File: src/rtl/seg7_bcd_display.sv
// seg7_bcd_display: sequential binary-to-BCD converter driving DIGITS active-low
// seven-segment displays with leading-zero blanking, minus sign and overflow.
module seg7_bcd_display #(
    parameter int WIDTH    = 12,
    parameter int DIGITS   = 6,
    parameter int SIGNED   = 1,
    parameter int BLANK_LZ = 1
) (
    input  logic                  clk,
    input  logic                  rst,
    input  logic                  in_valid,
    input  logic [WIDTH-1:0]      in_value,
    output logic                  in_ready,
    output logic                  done,
    output logic                  overflow,
    output logic [7*DIGITS-1:0]   display
);
    localparam int CW = $clog2(WIDTH + 1);

    typedef enum logic [1:0] {IDLE, CONVERT, LOAD} state_t;

    state_t              state_q, state_d;
    logic [WIDTH:0]      ext, mag_q, mag_d;
    logic [4*DIGITS-1:0] bcd_q, bcd_d, corr;
    logic [CW-1:0]       cnt_q, cnt_d;
    logic                sign_q, sign_d, ovf_q, ovf_d, ovf_all, last, seen, overflow_q;
    logic [7*DIGITS-1:0] disp_q, disp_d;
    logic [DIGITS-1:0]   shown;
    logic [DIGITS:0]     below;

    function automatic logic [6:0] seg(input logic [3:0] d);
        case (d)
            4'd0:    seg = 7'h40;
            4'd1:    seg = 7'h79;
            4'd2:    seg = 7'h24;
            4'd3:    seg = 7'h30;
            4'd4:    seg = 7'h19;
            4'd5:    seg = 7'h12;
            4'd6:    seg = 7'h02;
            4'd7:    seg = 7'h78;
            4'd8:    seg = 7'h00;
            4'd9:    seg = 7'h18;
            default: seg = 7'h7F;
        endcase
    endfunction

    assign last = state_q == CONVERT && cnt_q == CW'(WIDTH);

    always_ff @(posedge clk) begin
        state_q <= rst ? IDLE : state_d;
    end

    always_comb begin
        state_d = state_q == IDLE    ? (in_valid && in_ready ? CONVERT : IDLE) :
                  state_q == CONVERT ? (last ? LOAD : CONVERT) : IDLE;
    end

    always_comb begin
        in_ready = state_q == IDLE && !rst;
        done     = state_q == LOAD;
        overflow = overflow_q;
        display  = disp_q;
    end

    // One extra magnitude bit so the most negative input negates without wrapping
    always_comb begin
        ext    = {SIGNED != 0 && in_value[WIDTH-1], in_value};
        mag_d  = mag_q;
        bcd_d  = bcd_q;
        cnt_d  = cnt_q;
        sign_d = sign_q;
        ovf_d  = ovf_q;
        for (int i = 0; i < DIGITS; i++)
            corr[4*i +: 4] = bcd_q[4*i +: 4] >= 4'd5 ? bcd_q[4*i +: 4] + 4'd3 : bcd_q[4*i +: 4];
        if (state_q == IDLE && in_valid && in_ready) begin
            sign_d = ext[WIDTH];
            mag_d  = ext[WIDTH] ? -ext : ext;
            bcd_d  = '0;
            cnt_d  = '0;
            ovf_d  = 1'b0;
        end else if (state_q == CONVERT) begin
            bcd_d = {corr[4*DIGITS-2:0], mag_q[WIDTH]};
            mag_d = mag_q << 1;
            cnt_d = cnt_q + 1'b1;
            ovf_d = ovf_q | corr[4*DIGITS-1];
        end
    end

    // A negative result needs its top position free for the minus sign
    always_comb begin
        ovf_all = ovf_d | (sign_q && bcd_d[4*DIGITS-1 -: 4] != 4'd0);
        seen    = 1'b0;
        for (int i = DIGITS - 1; i >= 0; i--) begin
            seen     = seen | bcd_d[4*i +: 4] != 4'd0 | i == 0 | BLANK_LZ == 0;
            shown[i] = seen;
        end
        below  = {shown, 1'b0};
        disp_d = '0;
        for (int j = 0; j < DIGITS; j++)
            disp_d[7*j +: 7] = ovf_all ? 7'h3F :
                (sign_q && (BLANK_LZ != 0 ? below[j] && !shown[j] : j == DIGITS - 1)) ? 7'h3F :
                shown[j] ? seg(bcd_d[4*j +: 4]) : 7'h7F;
    end

    always_ff @(posedge clk) begin
        if (rst) begin
            mag_q      <= '0;
            bcd_q      <= '0;
            cnt_q      <= '0;
            sign_q     <= 1'b0;
            ovf_q      <= 1'b0;
            disp_q     <= '1;
            overflow_q <= 1'b0;
        end else begin
            mag_q      <= mag_d;
            bcd_q      <= bcd_d;
            cnt_q      <= cnt_d;
            sign_q     <= sign_d;
            ovf_q      <= ovf_d;
            disp_q     <= last ? disp_d : disp_q;
            overflow_q <= last ? ovf_all : overflow_q;
        end
    end
endmodule

File: config.mk
export PLATFORM = sky130hd
export DESIGN_NAME = seg7_bcd_display
export DESIGN_NICKNAME = d
export VERILOG_FILES = /design/src/rtl/seg7_bcd_display.sv
export SDC_FILE = /design/constraint.sdc
export NUM_CORES = 1
export LEC_CHECK = 0
export BUFFER_PORTS_ARGS = -buffer_cell sky130_fd_sc_hd__buf_4
export CAP_MARGIN = 20
export CORE_MARGIN = 1
export CORE_UTILIZATION = 45
export DETAILED_ROUTE_END_ITERATION = 6
export PLACE_DENSITY = 0.72
export RECOVER_POWER = 50
export SETUP_SLACK_MARGIN = 0.15
export SYNTH_ARGS = -nofsm -noshare
export SYNTH_HDL_FRONTEND = slang
export SYNTH_SLANG_ARGS = --single-unit
export TNS_END_PERCENT = 30
File: constraint.sdc
create_clock -name clk -period 3.8 [get_ports clk]
set_clock_uncertainty 0.15 [all_clocks]
set_input_delay 0.76 -clock clk [delete_from_list [all_inputs] [get_ports clk]]
set_output_delay 0.76 -clock clk [all_outputs]
set_load 0.02 [all_outputs]
# Word level (Yosys, flattened, before mapping)
# Memory sizes are Yosys's and may differ from the RTL's.
# Cells that the tools add are included.
# totals
inputBits	15
elab_cells	99
output_inout_bits	45
mem_bits_ro	672
memories	6
regBits	88
# op_classes
n_bitwise	6
n_mux	33
n_lt_le_gt_ge	6
reduce_logical	29
add_sub_neg	8
n_eq_ne	3
# memory_table
name	words	width	read_ports	rd_clocked_by_memory_dff	write_ports	line	rtl
(name not given)	16	7	1	0	0	32	case (d)
(name not given)	16	7	1	0	0	32	
(name not given)	16	7	1	0	0	32	
(name not given)	16	7	1	0	0	32	
(name not given)	16	7	1	0	0	32	
(name not given)	16	7	1	0	0	32	
# ops
operator	n
7-bit 2-to-1 mux	16
24-bit 2-to-1 mux	2
13-bit 2-to-1 mux	3
4-bit by 2-bit adder with 4-bit output (second input constant)	6
4-bit by 3-bit >= comparator with 1-bit output (second input constant)	6
4-bit 2-to-1 mux	6
4-bit nonzero test	5
1-bit logical AND	15
13-bit negation	1
1-bit zero test	6
2-bit 2-to-1 mux	3
1-bit OR	6
4-bit by 1-bit adder with 4-bit output (second input constant)	1
4-bit equality test (second input constant)	1
1-bit 2-to-1 mux	3
2-bit by 1-bit equality test with 1-bit output (second input constant)	1
2-bit equality test (second input constant)	1
2-bit zero test	1
2-bit nonzero test	1
2-bit OR reduction	1

# Logic depth before layout (Yosys ltp)
# Gate-level depths: netlist of run 1.
# depth
ltp_word	13
depth_mapped	14

# Least setup slack after synthesis of run 1
# Ideal clock, no wire load.
# synth_timing
path_type	input -> register
from	input port rst
to	register disp_q[19] (netlist: display[19])
required_ps	3533
path_buffers	3
t_arrival_ps	3540
setup_ps	117
cell_stages	12
slack_ps	-7
cell_sequence	buf_2 > nor4b_4 > clkbuf_1 > buf_1 > or2_2 > ha_1 > inv_1 > a211oi_2 > o211ai_1 > nor2_4 > nand3b_1 > o22a_1
# synth_via
elab_chain_cells	13
elab_cells_between_ends	23
cone_classes	5 x mux; 5 x bitwise; 12 x reduce/logical; 1 x memory
# synth_lines
element	line	rtl
start, declared	10	input logic rst,
1-bit zero test	59	in_ready = state_q == IDLE && !rst;
1-bit logical AND	59	
1-bit logical AND	75	if (state_q == IDLE && in_valid && in_ready) begin
24-bit 2-to-1 mux	75	
4-bit nonzero test, on equally long branches	91, 94	
1-bit OR (3 in a row)	94	seen = seen | bcd_d[4*i +: 4] != 4'd0 | i == 0 | BLANK_LZ == 0;
1-bit OR / 1-bit zero test (equally long branches)	94, 101	
1-bit logical AND (2 in a row)	101	(sign_q && (BLANK_LZ != 0 ? below[j] && !shown[j] : j == DIGITS - 1)) ? 7'h3F :
7-bit 2-to-1 mux	101	
7-bit 2-to-1 mux	100	disp_d[7*j +: 7] = ovf_all ? 7'h3F :
end signal, assigned	120	disp_q <= last ? disp_d : disp_q;
end, declared	27	logic [7*DIGITS-1:0] disp_q, disp_d;
# Parallel ways exist; a longest one is shown, timed or not.
# A chain may end at the register's enable or synchronous reset.

# Worst setup path after layout of run 1
# layout_timing
from	register state_q[1]
to	register disp_q[13] (netlist: display[13])
# layout_via
elab_chain_cells	13
elab_cells_between_ends	27
cone_classes	1 x eq/ne; 7 x mux; 5 x bitwise; 13 x reduce/logical; 1 x memory
# layout_lines
element	line	rtl
start, declared	22	state_t state_q, state_d;
start signal, assigned	50	state_q <= rst ? IDLE : state_d;
2-bit zero test	59, 75	
1-bit logical AND, on equally long branches	75, 59	
1-bit logical AND	75	
24-bit 2-to-1 mux	75	
4-bit nonzero test, on equally long branches	91, 94	
1-bit OR (4 in a row)	94	
1-bit zero test	101	
1-bit logical AND	101	
7-bit 2-to-1 mux	101	
7-bit 2-to-1 mux	100	
# Parallel ways exist; a longest one is shown, timed or not.

==> run_results.csv, run 1 <==
group,metric,value,unit
worst_setup_path,cp_slowest_cell,"dfxtp_1",
place,finalWeightedCongestion,0.909,
detailed_routing,avgRoutedWirePerCell,15.8,um
die,core_area,11600,um^2
power,swShare,26.5,%
place,place_hpwl,10.4,mm
detailed_routing,vias,5164,
die,design.portCount,60,
worst_setup_path,startpoint_type,"flip-flop",
clock_tree,hold_buffers,0,
power,power_density,336,nW/um^2
run,cap_violations,0,
power,pwr-share-clk,39.9,%
sta,slew_violations,0,
run_status,outcome,"finished with violations",
sta,worst_slew_pin_slew,0.810,ns
power,p_seq_share,46.2,%
worst_setup_path,critical_path_arrival,3.53,ns
sta,maxSlewHeadroom,45.4,%
die,initial_core_util,46.8,%
place,port_buffers,59,
power,p_int,0.00152,W
yosys,ys_types,68,
clock_tree,htree_levels,3,
clock_tree,cts_tree,"yes",
clock_tree,clock_latency,0.35,ns
global_route,grt_pass1_vias,4740,
detailed_routing,wl,14.0,mm
global_route,grt_max_degree,37,
sta,finalCritPeriodShare,89.2,%
detailed_routing,ant_nets,0,
final_layout,final_common_cell,"dfxtp_1",
yosys,syn_inst,683,
yosys,yosysTopAreaCell,"dfxtp_1",
detailed_routing,dr.pass1.iters,7,
power,p_leak,2.44,nW
clock_tree,cts_buffers,9,
global_route,grt.total_usage,22.9,%
yosys,synth_area,5440,um^2
worst_setup_path,crit_buf_inv,1,
die,die_height,112,um
yosys,synth-edff-count,0,
detailed_routing,drc,4,
worst_setup_path,worstSetupEndpointType,"flip-flop",
final_layout,area_delta_synth_final,13.5,%
final_layout,design_area,6170,um^2
worst_setup_path,cp_max_fo,18,
clock_tree,clockBufferDepth,2,
worst_setup_path,path_class,"flip-flop to flip-flop",
die,die_x,112,um
place,post_dp_cell_area,6100,um^2
worst_setup_path,worstPathRequired,3.94,ns
min_path,hold_class,"flip-flop to flip-flop",
yosys,synth_seq_cells,88,
clock_tree,root_buffer,"clkbuf_16",
final_layout,antenna_cells,0,
detailed_routing,vias_per_cell,5.82,
clock_tree,cts_resized,0,
yosys,ys.flop_type,"dfxtp_1",
yosys,synth_top_area_share,32.4,%
clock_tree,postCtsSetupRepairBufs,0,
sta,finalSetupTns,0,ns
die,rows,39,
die,die_area,12500,um^2
sta,hold_viol_final,0,
worst_setup_path,cp_cell_sequence,"and2b_1 > buf_4 > nand4_1 > nand3_1 > nand2_1 > ha_1 > and3_1 > a22o_1 > nand4_2 > or4_1 > nand3_1",
global_route,grt-ovfl-total,0,
worst_setup_path,critPathTopFamily,"simple AND/OR/NAND/NOR gates",
yosys,synthArstFlopShare,0,%
sta,max_freq,0.295,GHz
global_route,grt_pass1_wl,22.9,mm
yosys,synth.avg_cell_area,7.96,um^2
clock_tree,clock-sinks,88,
clock_tree,cts.clk_slew.worst_paths,0.06,ns
sta,finalWorstPathRequiredPeriod,3.39,ns
final_layout,final_cell_mix,"dfxtp_1, nor2_1, a21oi_1",
worst_setup_path,max_stage_delay,0.66,ns
yosys,ys_seq_area_share,32.4,%
power,power_switching,0.000550,W
yosys,syn_nets,744,
power,p_comb_share,14.0,%
run_status,violations,"DRC",
worst_setup_path,critPathMostFrequentCell,"nand3_1",
power,ir_worst_vdd,0.195,mV
sta,setup_viol,0,
yosys,netlist_top_cells_area,"dfxtp_1, ha_1, a21oi_1, nor2_1, nand2_1",
sta,rsz0062_at_grt,"no",
final_layout,layout-drive-gt1-share,7.26,%
yosys,yosysWarningCount,0,
global_route,antenna_found_initial,0,
detailed_routing,drt_iter0_drc,401,
final_layout,nets,801,
-- metrics by stage --
step	power, W	hold WS [ns]	util, %	instances	worst slack, ns
after floorplan	0.00118	0.282	-	683	0.179
after global placement	0.00126	0.293	52.5	872	0.357
after detailed placement	0.00127	0.311	52.5	872	0.301
after CTS	0.00209	0.320	54.8	887	0.452
after global routing	0.00215	0.335	53.1	887	0.149
final	0.00207	0.323	53.1	887	0.411
-- cells in the mapped netlist (all sizes together), types with 11 or more instances --
cell and n:
inv 35, nand2b 12, o21ai 39, xnor2 13
a311oi 11, nand3 20, nor2 85, a21oi 69
ha 46, clkbuf 28, dfxtp 88, o22a 17
nand2 67
-- worst paths after layout --
check             startpoint           to  slack, ns  depth (start not counted)
setup / recovery  state_q[1]  display[13]       0.41                         11
hold / removal         ovf_q        ovf_q       0.32                          2
setup reg to reg  state_q[1]  display[13]       0.41                         11
hold reg to reg        ovf_q        ovf_q       0.32                          2
-- worst register-to-register path, delay by kind of cell (launching register included) --
family	cells	cell delay [ns]
buffers and inverters	1	0.25
AO/OA/AOI/OAI	1	0.29
adder cells (fa/ha/maj)	1	0.19
AND/OR/NAND/NOR	8	1.79
flip-flops	1	0.66
-- cell type report --
class | instances | area (um^2)
sequential | 88 | 1760
inverter | 35 | 131
timing repair buffer | 82 | 420
clock buffer | 15 | 268
multi-input combinational | 524 | 3410
fill | 1138 | 5440
tap | 143 | 179
-- flip-flops by register name (all words and copies together) (netlist names) --
register  cells
display      42
bcd_q        24
mag_q        13
cnt_q         4
state_q       2
overflow      1
ovf_q         1
sign_q        1
-- metal layers --
metal	track usage [%]	routed length [um]	up-vias
met1	29.0	6510	2419
met4	11.6	405	0
met3	3.43	751	29
met2	37.8	6370	146
li1	-	-	2570
met5	0	0	-
-- kinds of logic (layout without fill, tap and decap cells) --
logic type	count (synthesis)	count (layout)	synth area share (%)
AND/OR/NAND/NOR	235	235	20.7
AO/OA/AOI/OAI	217	217	27.0
flip-flops	88	88	32.4
buffers and inverters	71	132	5.02
adder cells (fa/ha/maj)	46	46	10.6
XOR/XNOR	20	20	3.22
multiplexers	6	6	1.13
-- power groups by stage --
stage               sequential [W]  clock [W]  combinational (W)
finish                    0.000957   0.000826           0.000290
global route              0.000959   0.000873           0.000322
CTS                       0.000957   0.000840           0.000293
detailed placement        0.000977          0           0.000291
global placement          0.000976          0           0.000283
floorplan                 0.000970          0           0.000211
Power figures use the tool's default switching activity.
==> inputs of run 2 (changes only) <==
Settings changed: CORE_ASPECT_RATIO set to 0.7.
==> run 2 against run 1 <==
Effect of this change: the run now ends clean; non-clock buffer count increased by 5; register-to-register slack about the same; utilization increased by 0.27 points; combinational power increased by 3%; worst setup slack got worse by 0.045 ns; sequential power about the same; maximum frequency decreased by 1.3%; cell count increased by 2.3%; clock power increased by 9.7%; largest cell class unchanged.
==> run_results.csv, run 2 (synthesis gave the netlist of run 1 again) <==
group,metric,value,unit
run_status,outcome,"finished, final reports clean",
clock_tree,root_buffer,"clkbuf_16",
sta,maxSlewHeadroom,43.9,%
global_route,grt_pass1_vias,4959,
final_layout,postLayoutCoreUtil,53.4,%
detailed_routing,wl,14.7,mm
clock_tree,hold_buffers,0,
detailed_routing,dr.pass1.iters,5,
global_route,grt_max_degree,43,
clock_tree,cts_buffers,9,
min_path,hold_class,"flip-flop to flip-flop",
worst_setup_path,startpoint_type,"input port",
die,die_height,94.0,um
place,port_buffers,59,
worst_setup_path,worstSetupEndpointType,"flip-flop",
worst_setup_path,cp_max_fo,12,
clock_tree,htree_levels,3,
sta,setup_viol,0,
detailed_routing,drt_iter0_drc,508,
detailed_routing,vias_per_cell,5.86,
worst_setup_path,worstPathRequired,3.87,ns
worst_setup_path,path_class,"input port to flip-flop",
detailed_routing,drc,0,
final_layout,layout-drive-gt1-share,8.53,%
place,place_hpwl,11.1,mm
run,cap_violations,0,
worst_setup_path,critical_path_arrival,3.50,ns
final_layout,largest_reg_flops,42,
clock_tree,postCtsSetupRepairBufs,0,
final_layout,multi_input_area,3410,um^2
sta,worst_slew_pin_slew,0.832,ns
clock_tree,clockBufferDepth,2,
sta,finalWorstPathRequiredPeriod,3.43,ns
clock_tree,clock-sinks,88,
final_layout,finalNonFillerCells,907,
sta,rsz0062_at_grt,"no",
global_route,grt.total_usage,24.4,%
clock_tree,cts_tree,"yes",
global_route,grt-ovfl-total,0,
sta,setup_ws,0.366,ns
place,dp_cells,891,
die,die_x,133,um
global_route,grt_pass1_wl,24.5,mm
final_layout,seqCellArea,1760,um^2
place,finalWeightedCongestion,0.916,
detailed_routing,avgRoutedWirePerCell,16.2,um
die,design.portCount,60,
final_layout,final_cell_mix,"dfxtp_1, nor2_1, a21oi_1",
final_layout,fillers,1138,
detailed_routing,vias,5317,
clock_tree,cts.clk_slew.worst_paths,0.06,ns
sta,max_freq,0.291,GHz
sta,slew_violations,0,
die,initial_core_util,46.4,%
clock_tree,clock_latency,0.33,ns
final_layout,antenna_cells,0,
power,p_leak,2.47,nW
power,ir_worst_vdd,0.205,mV
sta,finalSetupTns,0,ns
detailed_routing,ant_nets,0,
final_layout,final_common_cell,"dfxtp_1",
place,dp_slack,0.242,ns
die,core_area,11700,um^2
final_layout,nets,806,
die,die_area,12500,um^2
global_route,antenna_found_initial,0,
sta,hold_viol_final,0,
sta,finalCritPeriodShare,90.4,%
power,power_density,345,nW/um^2
die,rows,33,
clock_tree,cts_resized,0,
final_layout,area_delta_synth_final,15.2,%
[run 2: cell types whose count changed in the layout (fill, tap and decap cells not counted)]
cell,previous run,this run
buf_4,30,34
bufinv_16,0,1
clkbuf_1,56,53
clkbuf_8,2,1
clkinv_4,0,1
clkinvlp_4,0,4
or2_0,1,0
or2_2,4,5
[run 2: per-stage QoR]
stage                     cell area (um^2)  power [W]  hold WS, ns
after floorplan                       5450    0.00118        0.282
after global placement                6150    0.00126        0.295
after detailed placement              6150    0.00127        0.298
after CTS                             6460    0.00218        0.308
after global routing                  6260    0.00225        0.345
final                                 6260    0.00216        0.309
[run 2: worst max-delay path, stage by stage]
cell and delay, ns:
clkbuf_1 0.17, nor4b_4 0.60, clkbuf_1 0.53, a21oi_1 0.09, o21ai_0 0.35, inv_1 0.15, ha_1 0.24, or3_1 0.40
o21ai_0 0.12, a21oi_1 0.10
[run 2: path summary, 6_finish.rpt]
check	to	slack (ns)	startpoint	cells past startpoint
setup / recovery	display[12]	0.37	rst	10
hold reg to reg	mag_q[12]	0.31	mag_q[11]	2
setup reg to reg	display[13]	0.41	bcd_q[13]	12
hold / removal	mag_q[12]	0.31	mag_q[11]	2
[run 2: cell type report]
| cell class | instances | share of cell area, % |
|---|---|---|
| inverters | 35 | 2.10 |
| flip-flops and latches | 88 | 28.1 |
| clock buffers | 10 | 3.82 |
| multi-input cells | 524 | 54.5 |
| clock inverters | 6 | 1.10 |
| well taps | 157 | 3.14 |
| repair buffers | 87 | 7.25 |
[run 2: layer usage]
metal	vias to the layer above	GRT usage (%)	part of all wire (%)
met3	15	4.69	6.4
met1	2550	34.2	49
met2	181	39.1	44
met4	0	4.64	1.0
met5	-	0	0
li1	2571	-	-
[run 2: power breakdown]
group / internal [W] / leakage [nW] / total [W] / switching, W
clock network: 0.000529 / 0.137 / 0.000906 / 0.000377
logic: 0.000108 / 1.61 / 0.000299 / 0.000191
registers: 0.000940 / 0.714 / 0.000955 / 0.0000150
==> inputs of run 3 (changes only) <==
Settings changed: MAX_ROUTING_LAYER set to met4.
==> run 3 against run 2 <==
Effect of this change: first-iteration DRC count fell by 12%; non-clock buffer count grew 1; sequential power hardly changed; total power up 5.6%; sequential share of layout area down 0.21 points; design area is 0.74% higher; wire length up 0.81%; flip-flop and latch count stayed put; cell count grew 0.11%; clock power increased by 14%; hold slack improved by 0.0085 ns.
==> run_results.csv, run 3 (synthesis gave the netlist of run 1 again) <==
group,metric,value,unit
sta,finalCritPeriodShare,89.4,%
clock_tree,cts_tree,"yes",
clock_tree,clock-sinks,88,
final_layout,multi_input_area,3410,um^2
place,dp_slack,0.241,ns
die,initial_core_util,46.4,%
die,core_area,11700,um^2
worst_setup_path,r2r-end,"display[13]",
worst_setup_path,cp_cell_sequence,"inv_1 > ha_1 > nand2b_1 > nor3b_1 > a211oi_1 > a211o_1 > ha_1 > and3_1 > a22o_1 > nand4_2 > or4_1 > nand3_1",
worst_setup_path,critPathMostFrequentCell,"ha_1",
sta,setup_ws,0.404,ns
die,die_height,94.0,um
final_layout,final_cell_mix,"dfxtp_1, nor2_1, a21oi_1",
worst_setup_path,rr_worst_depth,12,
global_route,grt.total_usage,25.3,%
clock_tree,hold_buffers,0,
worst_setup_path,startpoint_type,"flip-flop",
detailed_routing,drc,0,
final_layout,area_delta_synth_final,16.0,%
final_layout,largest_reg_flops,42,
final_layout,fillers,1133,
clock_tree,clockBufferDepth,2,
final_layout,final_common_cell,"dfxtp_1",
die,rows,33,
global_route,grt-ovfl-total,0,
worst_setup_path,worstPathRequired,3.94,ns
power,p_leak,2.50,nW
min_path,hp-start,"mag_q[11]",
clock_tree,cts.clk_slew.worst_paths,0.07,ns
clock_tree,root_buffer,"clkbuf_16",
worst_setup_path,critPathLaunch,"bcd_q[13]",
min_path,hold_class,"flip-flop to flip-flop",
power,ir_worst_vdd,0.211,mV
clock_tree,htree_levels,3,
sta,worst_slew_pin_slew,0.729,ns
die,design.portCount,60,
detailed_routing,vias,5271,
clock_tree,cts_resized,0,
sta,setup_viol,0,
sta,hold_viol_final,0,
run_status,outcome,"finished, final reports clean",
clock_tree,postCtsSetupRepairBufs,0,
detailed_routing,avgRoutedWirePerCell,16.4,um
final_layout,seqCellArea,1760,um^2
place,place_hpwl,11.1,mm
worst_setup_path,crit_cells,12,
sta,rsz0062_at_grt,"no",
die,die_x,133,um
global_route,grt_pass1_wl,24.4,mm
final_layout,nets,807,
sta,maxSlewHeadroom,50.9,%
detailed_routing,vias_per_cell,5.81,
run,cap_violations,0,
power,power_density,362,nW/um^2
worst_setup_path,crit_end,"display[13]",
detailed_routing,ant_nets,0,
worst_setup_path,reg2reg_slack,0.40,ns
global_route,grt_pass1_vias,4881,
die,die_area,12500,um^2
worst_setup_path,critPathTopFamily,"simple AND/OR/NAND/NOR gates",
worst_setup_path,max_stage_delay,0.55,ns
worst_setup_path,critical_path_arrival,3.54,ns
clock_tree,cts_buffers,9,
sta,finalWorstPathRequiredPeriod,3.40,ns
place,port_buffers,59,
worst_setup_path,cp_slowest_cell,"or4_1",
worst_setup_path,path_class,"flip-flop to flip-flop",
sta,hold_ws,0.317,ns
worst_setup_path,worstSetupEndpointType,"flip-flop",
global_route,grt_max_degree,43,
final_layout,layout-drive-gt1-share,8.52,%
global_route,antenna_found_initial,0,
sta,finalSetupTns,0,ns
worst_setup_path,cp_max_fo,8,
detailed_routing,dr.pass1.iters,5,
place,finalWeightedCongestion,0.925,
detailed_routing,wl,14.8,mm
sta,slew_violations,0,
sta,max_freq,0.294,GHz
clock_tree,clock_latency,0.35,ns
final_layout,antenna_cells,0,
worst_setup_path,regToRegStartpoint,"bcd_q[13]",
worst_setup_path,crit_buf_inv,1,
detailed_routing,drt_iter0_drc,447,
run 3: how the worst min path moves through the flow:
stage	endpoint	slack, ns	depth (start not counted)
detailed placement	mag_q[12]	0.30	2
finish	mag_q[12]	0.32	2
CTS	mag_q[12]	0.31	2
global placement	mag_q[12]	0.30	2
global route	mag_q[12]	0.34	2
floorplan	mag_q[12]	0.28	2
run 3: metrics by stage:
step | cell area (um^2) | instances | total power [W] | utilization [%]
2_1_floorplan | 5450 | 683 | 0.00118 | -
3_3_place_gp | 6160 | 892 | 0.00126 | 52.5
3_5_place_dp | 6160 | 892 | 0.00127 | 52.5
4_1_cts | 6510 | 908 | 0.00229 | 55.5
5_1_grt | 6310 | 908 | 0.00236 | 53.8
6_report | 6310 | 908 | 0.00228 | 53.8
run 3: routing by layer:
metal,vias to the layer above,GRT usage [%],part of all wire (%)
li1,2574,-,-
met1,2509,34.3,50
met2,166,38.0,43
met3,22,5.02,5.6
met4,0,7.77,1.6
met5,-,-,0
run 3: layout make-up:
class                   instances  share of cell area [%]
inverters                      35                    2.08
clock inverters                 5                    1.65
flip-flops and latches         88                    27.9
repair buffers                 88                    7.32
well taps                     157                    3.11
multi-input cells             524                    54.1
clock buffers                  11                    3.85
run 3: worst register-to-register path, cell delays in order, from the launching register on:
cell	delay [ns]
dfxtp_1	0.38
inv_1	0.08
ha_1	0.17
nand2b_1	0.17
nor3b_1	0.15
a211oi_1	0.41
a211o_1	0.30
ha_1	0.24
and3_1	0.16
a22o_1	0.26
nand4_2	0.25
or4_1	0.55
nand3_1	0.10
run 3: power by group:
| part | switching (W) | leakage, nW | internal (W) |
|---|---|---|---|
| Combinational | 0.000191 | 1.62 | 0.000109 |
| Sequential | 0.0000147 | 0.714 | 0.000940 |
| Clock | 0.000366 | 0.170 | 0.000661 |
